$ cat src/rtl/cpu_sequencer.sv
`default_nettype none
// cpu_sequencer: multi-cycle FETCH/DECODE/EXECUTE/MEMORY/WRITEBACK controller.
// It owns the program counter and the retired-instruction counter.
module cpu_sequencer #(
  parameter int                  PC_WIDTH = 32,
  parameter int                  PC_STEP  = 1,
  parameter logic [PC_WIDTH-1:0] RESET_PC = '0
) (
  input  logic                clk,
  input  logic                reset,
  input  logic                start,
  input  logic                halt_req,
  input  logic                is_mem,
  input  logic                reg_write,
  input  logic                branch_taken,
  input  logic [PC_WIDTH-1:0] branch_target,
  input  logic                mem_ready,
  output logic [PC_WIDTH-1:0] pc,
  output logic                if_en,
  output logic                id_en,
  output logic                ex_en,
  output logic                mem_en,
  output logic                wb_en,
  output logic                busy,
  output logic                retired,
  output logic [31:0]         instr_count
);

  localparam logic [PC_WIDTH-1:0] PC_INC = PC_WIDTH'(PC_STEP);

  typedef enum logic [2:0] {
    S_IDLE      = 3'd0,
    S_FETCH     = 3'd1,
    S_DECODE    = 3'd2,
    S_EXECUTE   = 3'd3,
    S_MEMORY    = 3'd4,
    S_WRITEBACK = 3'd5,
    S_HALTED    = 3'd6
  } state_t;

  state_t              state_q, state_d;
  logic [PC_WIDTH-1:0] pc_q, pc_d;
  logic [PC_WIDTH-1:0] tgt_q, tgt_d;
  logic [31:0]         cnt_q, cnt_d;
  logic                is_mem_q, is_mem_d;
  logic                reg_write_q, reg_write_d;
  logic                br_q, br_d;
  logic                halt_pending_q, halt_pending_d;
  logic                busy_w;

  always_ff @(posedge clk) begin
    if (reset) begin
      state_q        <= S_IDLE;
      pc_q           <= RESET_PC;
      tgt_q          <= '0;
      cnt_q          <= '0;
      is_mem_q       <= 1'b0;
      reg_write_q    <= 1'b0;
      br_q           <= 1'b0;
      halt_pending_q <= 1'b0;
    end else begin
      state_q        <= state_d;
      pc_q           <= pc_d;
      tgt_q          <= tgt_d;
      cnt_q          <= cnt_d;
      is_mem_q       <= is_mem_d;
      reg_write_q    <= reg_write_d;
      br_q           <= br_d;
      halt_pending_q <= halt_pending_d;
    end
  end

  always_comb begin
    busy_w         = (state_q != S_IDLE) && (state_q != S_HALTED);
    state_d        = state_q;
    pc_d           = pc_q;
    tgt_d          = tgt_q;
    cnt_d          = cnt_q;
    is_mem_d       = is_mem_q;
    reg_write_d    = reg_write_q;
    br_d           = br_q;
    // A halt request seen at any point of an instruction is honoured at its retirement.
    halt_pending_d = halt_pending_q | (halt_req & busy_w);

    case (state_q)
      S_IDLE: begin
        if (start) state_d = S_FETCH;
      end
      S_FETCH: begin
        state_d = S_DECODE;
      end
      S_DECODE: begin
        state_d     = S_EXECUTE;
        is_mem_d    = is_mem;
        reg_write_d = reg_write;
      end
      S_EXECUTE: begin
        state_d = is_mem_q ? S_MEMORY : S_WRITEBACK;
        br_d    = branch_taken;
        tgt_d   = branch_target;
      end
      S_MEMORY: begin
        if (mem_ready) state_d = S_WRITEBACK;
      end
      S_WRITEBACK: begin
        pc_d = br_q ? tgt_q : (pc_q + PC_INC);
        if (cnt_q != 32'hFFFF_FFFF) cnt_d = cnt_q + 32'd1;
        state_d = (halt_pending_q || halt_req) ? S_HALTED : S_FETCH;
      end
      S_HALTED: begin
        state_d = S_HALTED;
      end
      default: begin
        state_d = S_IDLE;
      end
    endcase
  end

  assign pc          = pc_q;
  assign instr_count = cnt_q;
  assign busy        = busy_w;
  assign if_en       = (state_q == S_FETCH);
  assign id_en       = (state_q == S_DECODE);
  assign ex_en       = (state_q == S_EXECUTE);
  assign mem_en      = (state_q == S_MEMORY);
  assign wb_en       = (state_q == S_WRITEBACK) && reg_write_q;
  assign retired     = (state_q == S_WRITEBACK);

endmodule
`default_nettype wire

$ cat config.mk
export PLATFORM = sky130hd
export DESIGN_NAME = cpu_sequencer
export DESIGN_NICKNAME = d
export VERILOG_FILES = /design/src/rtl/cpu_sequencer.sv
export SDC_FILE = /design/constraint.sdc
export NUM_CORES = 1
export LEC_CHECK = 0
export ABC_AREA = 1
export CORE_ASPECT_RATIO = 0.8
export CORE_MARGIN = 2
export CORE_UTILIZATION = 41
export CTS_BUF_LIST = sky130_fd_sc_hd__clkbuf_8 sky130_fd_sc_hd__clkbuf_16
export DETAILED_ROUTE_END_ITERATION = 16
export GPL_TIMING_DRIVEN = 0
export PLACE_DENSITY = 0.65
export SLEW_MARGIN = 5
export SYNTH_ARGS = -nofsm -noshare
export SYNTH_HDL_FRONTEND = slang
export SYNTH_SLANG_ARGS = --single-unit
$ cat constraint.sdc
create_clock -name clk -period 2.17 [get_ports clk]
set_clock_uncertainty 0.15 [all_clocks]
set_input_delay 0.434 -clock clk [delete_from_list [all_inputs] [get_ports clk]]
set_output_delay 0.434 -clock clk [all_outputs]
set_load 0.01 [all_outputs]
==> results.cfg, run 1 <==
[grt]
global_route_wire_length_before_repair_um = 29500
global_route.usage.total = 0.251
grt_pass1_vias = 5471
gr-total-overflow = 0
grt_start_max_net_pins = 19
grt_antenna_before_repair = 1

[place]
gp_congestion = 0.956
pre_cts_ws_ns = -0.275
portBuffers = 110
detailedPlacementHpwl_um = 14500

[synthesis]
netlist_area_um2 = 5840
library_cell_with_the_largest_summed_area_after_synthesis = sky130_fd_sc_hd__dfxtp_1
synth_cells = 947
post-synth-top-area-fraction = 0.353
synth.avg_cell_area_um2 = 6.17
synth-xor-area-share = 0.0165
synth_compound_area_frac = 0.149
ys_seq_area_frac = 0.353
cells_taking_the_most_area_after_synthesis = sky130_fd_sc_hd__dfxtp_1 (35%), sky130_fd_sc_hd__nand2_1 (20%), sky130_fd_sc_hd__nor2_1 (10%)
synth_fa_ha_area_frac = 0.00428
synth_async_sr_flop_share = 0
combinational_family_with_the_most_area_after_synthesis = simple AND/OR/NAND/NOR gates
ys_seq_elements = 103
post_synth_mux_area_share = 0
synth.net_count = 989
synth-edff-count = 0
synth-simple-area-share = 0.391
ys_warnings = 0
synth_cell_type_count = 41
most_frequently_used_flop_master_after_synthesis = sky130_fd_sc_hd__dfxtp_1

[finish]
antennaDiodeCount = 0
mostFrequentLayoutCell = sky130_fd_sc_hd__nand2_1
post_route_cells_drive_above_1_share = 0.0595
final_cell_mix = sky130_fd_sc_hd__nand2_1 (306), sky130_fd_sc_hd__nor2_1 (157), sky130_fd_sc_hd__clkdlybuf4s50_1 (103)
final_core_utilization = 0.549
fin_nets = 1112
area_delta_synth_final_pct = 29.3

[routing]
wl_um = 19100
antenna_left = 0
detailedRoute.firstPassIterationCount = 5
total_via_count_after_detailed_routing = 6373
detail_route.iter0.violations = 639
drt_drc_violations_left = 0
drt-wirelength-per-cell_um = 15.3
detail_route.vias_per_cell = 5.08

[critical_path]
timing.critical_path.cells = inv_2, nor2_2, inv_1, o21ai_0, inv_1, dlygate4sd2_1
crit_required_ns = 1.59
worst-setup-path-type = reg2out
critical_path_peak_fanout = 4
critPathTopFamily = buffers and inverters
critical-path-max-stage-delay_ns = 0.35
critical_path.n_buffers_inverters = 4
crit_path_launch_type = flip-flop
worst_path_max_delay_cell = sky130_fd_sc_hd__dfxtp_2
worst_setup_ep_type = primary output
arrival_worst_endpoint_ns = 1.53
timing.critical_path.mode_cell = sky130_fd_sc_hd__inv_1

[clock_network]
clock_sinks = 103
ctsLongestPathBuffers = 2
cts_tree = done
cts_hold_repair.buffers = 0
cts_inserted_buffers = 9
cts_root_buffer = sky130_fd_sc_hd__clkbuf_16
cts.reportedPaths.clkPinSlew_ns = 0.07
h-tree-depth = 3
clock_latency_ns = 0.37

[die]
dieWidth_um = 137
die_area_um2 = 15200
initial_utilization = 0.425
floorplan.die.height_um = 111
num_io_pins = 111
core_region_area_um2 = 13700
fp-row-count = 38

[power_and_ir_drop]
cell_internal_pwr_mw = 3.13
netSwitchingFraction = 0.259
static_leak_nw = 2.73
total_switching_power_mw = 1.10
logic_pwr_share = 0.100
power_per_cell_area_nw_per_um2 = 560
finalPower_mw = 4.23
vdd.ir_drop.worst_v = 0.000400
seq_power_share = 0.468
clock_power_share = 0.432

[sta]
setup-violations-final = 0
worst_slack_ns = 0.0590
timing.slew.headroom = 0.572
grt_setup_unrepaired = no
final_worst_path_cycle_share = 0.973
slew_viol_final = 0
max_clock_freq_mhz = 474
timing.final.hold_violations = 0
timing_worst_slew_pin_value_ns = 0.642
layout_min_cycle_time_ns = 2.11

[hold_path]
hold_path_class = reg2reg

[status]
outcome = completed

[flow_run]
cap_viol_max_count = 0
-- Yosys cell counts (all sizes together) (2+ instances only) --
master    n
o22ai     4
ha        2
nand2   313
xor2      7
nor3      6
or2       2
nand3    38
o21bai    3
buf      13
nand3b   11
o21ai    68
a31oi     2
nor2    168
and3      2
inv      81
a21oi    89
clkbuf   22
xnor2     4
nand4     3
dfxtp   103
-- power by group through the flow --
| stage | registers, mW | logic, mW | clock network (mW) |
|---|---|---|---|
| floorplan | 2.01 | 0.221 | 0 |
| global placement | 2.02 | 0.411 | 0 |
| detailed placement | 2.02 | 0.410 | 0 |
| CTS | 1.98 | 0.416 | 1.83 |
| global route | 1.99 | 0.464 | 1.90 |
| finish | 1.98 | 0.422 | 1.83 |
-- path summary, 6_finish.rpt --
kind	slack, ns	startpoint	endpoint	depth (start not counted)
min reg2reg	0.30	tgt_q[6]	tgt_q[6]	2
max	0.06	state_q[1]	busy	6
min	0.30	tgt_q[6]	tgt_q[6]	2
max reg2reg	0.20	pc[9]	pc[24]	9
-- stage by stage --
stage | cell area, um2 | setup TNS, ns | cells | hold slack, ns
finish | 7550 | 0 | 1255 | 0.304
global route | 7550 | 0 | 1255 | 0.317
CTS | 7540 | 0 | 1255 | 0.305
detailed placement | 7170 | -6.03 | 1237 | 0.294
global placement | 7170 | -5.60 | 1237 | 0.293
floorplan | 5840 | 0 | 947 | 0.270
-- logic make-up (layout without fill, tap and decap cells) --
family | count (synthesis) | in the layout
AND/OR/NAND/NOR | 546 | 546
AO/OA/AOI/OAI | 169 | 169
buffers and inverters | 116 | 244
flip-flops | 103 | 103
XOR/XNOR | 11 | 11
adder cells (fa/ha/maj) | 2 | 2
-- flip-flops by register name, indices dropped and copies added (netlist names) --
name            flops
reg_write_q         1
tgt_q              32
instr_count        32
is_mem_q            1
pc                 32
halt_pending_q      1
state_q             3
br_q                1
-- cell type report --
cell class,count,area (um2)
Fill cell,1386,6190
Buffer,34,213
Sequential cell,103,2070
Multi-Input combinational cell,728,3300
Clock buffer,9,225
Clock inverter,7,96.3
Inverter,81,314
Tap cell,180,225
Timing Repair Buffer,113,1110
-- what timing repair did --
item	CTS	global route
pin swaps	2	1
gates resized for setup	20	7
buffers inserted	3	0
endpoints found under the setup margin	6	7
-- per-layer routing --
layer	up-vias	wire length [um]	share of wire	track usage
met5	-	0	0	0
met3	11	1710	0.089	0.0617
met1	2852	9950	0.52	0.402
met2	247	7350	0.38	0.330
li1	3263	-	-	-
met4	0	136	0.0071	0.0536
-- worst reg2reg max path: cells and delay by family (launching register included) --
family | cells | cell delay, ns
flops | 1 | 0.44
compound gates | 1 | 0.05
simple gates | 8 | 1.18
Power figures use the tool's default switching activity.
==> run 2, diff against run 1 <==
- CORE_ASPECT_RATIO: 0.8 -> unset
==> results.cfg, run 2 (synthesis results as in run 1) <==
[critical_path]
crit-reg2reg-launch = state_q[1]
worst-setup-path-type = reg2out
worst_setup_path_startpoint = state_q[1]
crit_path_launch_type = flip-flop
reg2reg_slack_ns = 0.13
arrival_worst_endpoint_ns = 1.54
critical-path-max-stage-delay_ns = 0.39
worst_setup_ep_type = primary output
crit_required_ns = 1.59
critical_path_peak_fanout = 3
timing.reg2reg.worst_path_depth = 8
timing.critical_path.cells = inv_2, buf_4, nor3_4, clkbuf_8, dlymetal6s2s_1
endpoint = ex_en
worst_path_max_delay_cell = sky130_fd_sc_hd__dfxtp_1
critical_path.reg2reg.endpoint = tgt_q[11]

[sta]
timing.final.hold_violations = 0
layout_min_cycle_time_ns = 2.12
max_clock_freq_mhz = 471
timing_worst_slew_pin_value_ns = 0.707
final_worst_path_cycle_share = 0.978
grt_setup_unrepaired = yes
setup-violations-final = 0
timing.slew.headroom = 0.528
slew_viol_final = 0

[grt]
grt_pass1_vias = 5774
global_route_wire_length_before_repair_um = 30200
grt_antenna_before_repair = 0
global_route.usage.total = 0.257
gr-total-overflow = 0
grt_start_max_net_pins = 21

[die]
num_io_pins = 111
initial_utilization = 0.421
core_region_area_um2 = 13900
die_area_um2 = 15200
dieWidth_um = 123
fp-row-count = 43
floorplan.die.height_um = 123

[finish]
mostFrequentLayoutCell = sky130_fd_sc_hd__nand2_1
final_core_utilization = 0.546
fin_nets = 1116
multiInputGateArea_um2 = 3290
antennaDiodeCount = 0
final_cell_mix = sky130_fd_sc_hd__nand2_1 (306), sky130_fd_sc_hd__nor2_1 (158), sky130_fd_sc_hd__clkdlybuf4s50_1 (103)
area_delta_synth_final_pct = 29.8
fillers = 1443
sequential_cell_area_um2 = 2070
post_route_cells_drive_above_1_share = 0.0602

[power_and_ir_drop]
vdd.ir_drop.worst_v = 0.000388
power_per_cell_area_nw_per_um2 = 550
static_leak_nw = 2.77
finalPower_mw = 4.17

[clock_network]
ctsLongestPathBuffers = 2
cts_root_buffer = sky130_fd_sc_hd__clkbuf_16
cts_tree = done
cts_inserted_buffers = 9
h-tree-depth = 3
cts_hold_repair.buffers = 0
clock_sinks = 103
cts.reportedPaths.clkPinSlew_ns = 0.07
clock_latency_ns = 0.36

[place]
gp_congestion = 0.970
detailedPlacementHpwl_um = 14500
portBuffers = 110

[routing]
drt_drc_violations_left = 0
wl_um = 19100
detailedRoute.firstPassIterationCount = 7
antenna_left = 0
detail_route.iter0.violations = 504
drt-wirelength-per-cell_um = 15.2
total_via_count_after_detailed_routing = 6496
detail_route.vias_per_cell = 5.16

[hold_path]
hold_path_class = reg2reg

[flow_run]
cap_viol_max_count = 0

[status]
outcome = completed
==> run 2: cell types whose count changed in the layout (fill, tap and decap cells not counted), moves of 2 or more <==
cell,before,now
sky130_fd_sc_hd__dfxtp_1,100,102
sky130_fd_sc_hd__buf_4,4,8
sky130_fd_sc_hd__dfxtp_2,3,0
sky130_fd_sc_hd__dlygate4sd2_1,5,3
sky130_fd_sc_hd__inv_6,0,4
sky130_fd_sc_hd__clkinv_2,2,0
sky130_fd_sc_hd__clkinvlp_4,2,0
sky130_fd_sc_hd__dlymetal6s2s_1,1,3
==> run 2: stage by stage <==
stage	cells	setup slack, ns	setup TNS, ns	area [um2]	hold slack [ns]
5_1_grt	1259	-0.00879	-0.00879	7580	0.332
6_report	1259	0.0476	0	7580	0.306
3_3_place_gp	1237	-0.346	-6.48	7170	0.295
2_1_floorplan	947	0.366	0	5840	0.270
4_1_cts	1258	-0.225	-0.602	7550	0.311
3_5_place_dp	1237	-0.317	-7.10	7170	0.300
==> run 2: worst max-delay path, delay by kind of cell (launching register included) <==
family                 cells  cell delay (ns)
AND/OR/NAND/NOR            1             0.23
flip-flops                 1             0.39
buffers and inverters      4             0.56
==> run 2: routing by layer <==
metal / routed length [um] / vias up / GRT usage
met4: 316 / 0 / 0.0653
met2: 8330 / 225 / 0.391
met3: 1270 / 28 / 0.0355
li1: - / 3274 / -
met5: 0 / - / 0
met1: 9180 / 2969 / 0.381
==> run 2: area by class of cell <==
type,count,area share
well taps,180,0.0297
clock buffers,9,0.0297
plain buffers,34,0.0279
multi-input cells,728,0.434
flip-flops and latches,103,0.273
repair buffers,117,0.152
clock inverters,7,0.0122
inverters,81,0.0414
==> run 2: worst min path at each step <==
stage                     depth (start not counted)       from   endpoint
final                                             2   is_mem_q   is_mem_q
after CTS                                         2   is_mem_q   is_mem_q
after global routing                              2   is_mem_q   is_mem_q
after floorplan                                   2   tgt_q[4]   tgt_q[4]
after global placement                            2  tgt_q[17]  tgt_q[17]
after detailed placement                          2   is_mem_q   is_mem_q
==> run 2: repair_timing <==
| item | 4_1_cts | 5_1_grt |
|---|---|---|
| gates resized for setup | 14 | 11 |
| pin swaps | 2 | 1 |
| buffers inserted | 6 | 1 |
| setup endpoints to repair | 7 | 6 |
==> run 2: power by group <==
part / internal [mW] / total (mW) / switching, mW
combinational: 0.178 / 0.428 / 0.250
sequential: 1.95 / 1.98 / 0.0299
clock: 0.931 / 1.76 / 0.830
total: 3.06 / 4.17 / 1.11
==> run 3, diff against run 2 <==
- CORE_UTILIZATION: 41 -> 25
- PLACE_DENSITY: 0.65 -> unset
==> results.cfg, run 3 (synthesis results as in run 1) <==
[clock_network]
ctsLongestPathBuffers = 2
cts.reportedPaths.clkPinSlew_ns = 0.08
clock_sinks = 103
cts_tree = done
cts_root_buffer = sky130_fd_sc_hd__clkbuf_16
cts_inserted_buffers = 9
clock_latency_ns = 0.36
h-tree-depth = 3

[critical_path]
crit_path_launch_type = flip-flop
critical-path-max-stage-delay_ns = 0.61
worst_path_max_delay_cell = sky130_fd_sc_hd__clkdlybuf4s50_1
worst_setup_ep_type = primary output
timing.critical_path.cells = clkdlybuf4s50_1
critical_path_peak_fanout = 7
critical_path.n_buffers_inverters = 1
critPathTopFamily = buffers and inverters
arrival_worst_endpoint_ns = 1.49
worst-setup-path-type = reg2out
crit_required_ns = 1.59

[power_and_ir_drop]
power_per_cell_area_nw_per_um2 = 529
finalPower_mw = 4.07
vdd.ir_drop.worst_v = 0.000269
static_leak_nw = 2.71

[die]
floorplan.die.height_um = 157
initial_utilization = 0.256
dieWidth_um = 157
fp-row-count = 55
num_io_pins = 111
core_region_area_um2 = 22800
die_area_um2 = 24600

[grt]
grt_pass1_vias = 5922
gr-total-overflow = 0
global_route.usage.total = 0.165
grt_antenna_before_repair = 0
global_route_wire_length_before_repair_um = 31400
grt_start_max_net_pins = 20

[finish]
final_core_utilization = 0.338
final_area_um2 = 7700
area_delta_synth_final_pct = 31.8
multiInputGateArea_um2 = 3300
antennaDiodeCount = 0
post_route_cells_drive_above_1_share = 0.0596
mostFrequentLayoutCell = sky130_fd_sc_hd__nand2_1
final_cell_mix = sky130_fd_sc_hd__nand2_1 (306), sky130_fd_sc_hd__nor2_1 (156), sky130_fd_sc_hd__clkdlybuf4s50_1 (103)
stdcell_count = 1387
fin_nets = 1112
fillers = 2536
sequential_cell_area_um2 = 2070

[hold_path]
hold_path_class = reg2reg

[sta]
max_clock_freq_mhz = 483
timing.final.hold_violations = 0
fin_setup_tns_ns = 0
timing.hold.ws_ns = 0.308
timing_worst_slew_pin_value_ns = 0.645
final_worst_path_cycle_share = 0.954
grt_setup_unrepaired = no
slew_viol_final = 0
setup-violations-final = 0
layout_min_cycle_time_ns = 2.07
timing.slew.headroom = 0.570
worst_slack_ns = 0.101

[routing]
detail_route.vias_per_cell = 4.53
detailedRoute.firstPassIterationCount = 5
wl_um = 19800
total_via_count_after_detailed_routing = 6284
detail_route.iter0.violations = 420
drt_drc_violations_left = 0
drt-wirelength-per-cell_um = 14.3
antenna_left = 0

[place]
gp_congestion = 0.907
post_dp_cell_area_um2 = 7330
pre_cts_ws_ns = -0.345
detailedPlacementHpwl_um = 15400
portBuffers = 110
number_of_placed_cells_counting_well_taps = 1370

[status]
outcome = completed

[flow_run]
cap_viol_max_count = 0
==> run 3: worst paths after layout <==
kind | from | end | slack (ns) | depth (start not counted)
worst max-delay path | instr_count[25] | instr_count[25] | 0.10 | 1
worst max register to register | pc[0] | pc[14] | 0.17 | 9
worst min-delay path | reg_write_q | reg_write_q | 0.31 | 2
worst min register to register | reg_write_q | reg_write_q | 0.31 | 2
==> run 3: layer usage <==
metal	routed length [um]	global-route usage	vias to the layer above
met4	314	0.0437	0
met5	0	0	-
li1	-	-	3251
met2	9230	0.276	177
met3	1010	0.0288	23
met1	9300	0.218	2833
==> run 3: area by class of cell <==
| cell class | count | area share |
|---|---|---|
| well taps | 313 | 0.0509 |
| repair buffers | 113 | 0.145 |
| inverters | 81 | 0.0408 |
| flip-flops and latches | 103 | 0.269 |
| multi-input cells | 728 | 0.429 |
| clock buffers | 9 | 0.0292 |
| clock inverters | 6 | 0.00877 |
| plain buffers | 34 | 0.0276 |
==> run 3: power breakdown <==
group	internal, mW	switching (mW)
combinational	0.170	0.247
clock	0.896	0.778
sequential	1.95	0.0326
total	3.02	1.06
==> run 3: repair_timing <==
action | CTS | global route
hold endpoints to repair | 0 | 0
resized for setup | 20 | 12
pin swaps | 2 | 0
hold buffers | 0 | 0
setup endpoints to repair | 6 | 13
setup buffers | 3 | 0
==> run 3: tightest hold or removal path, delay by kind of cell (launching register included) <==
kind	cells	cell delay, ns
compound gates	1	0.06
buf+inv	1	0.06
flops	1	0.30
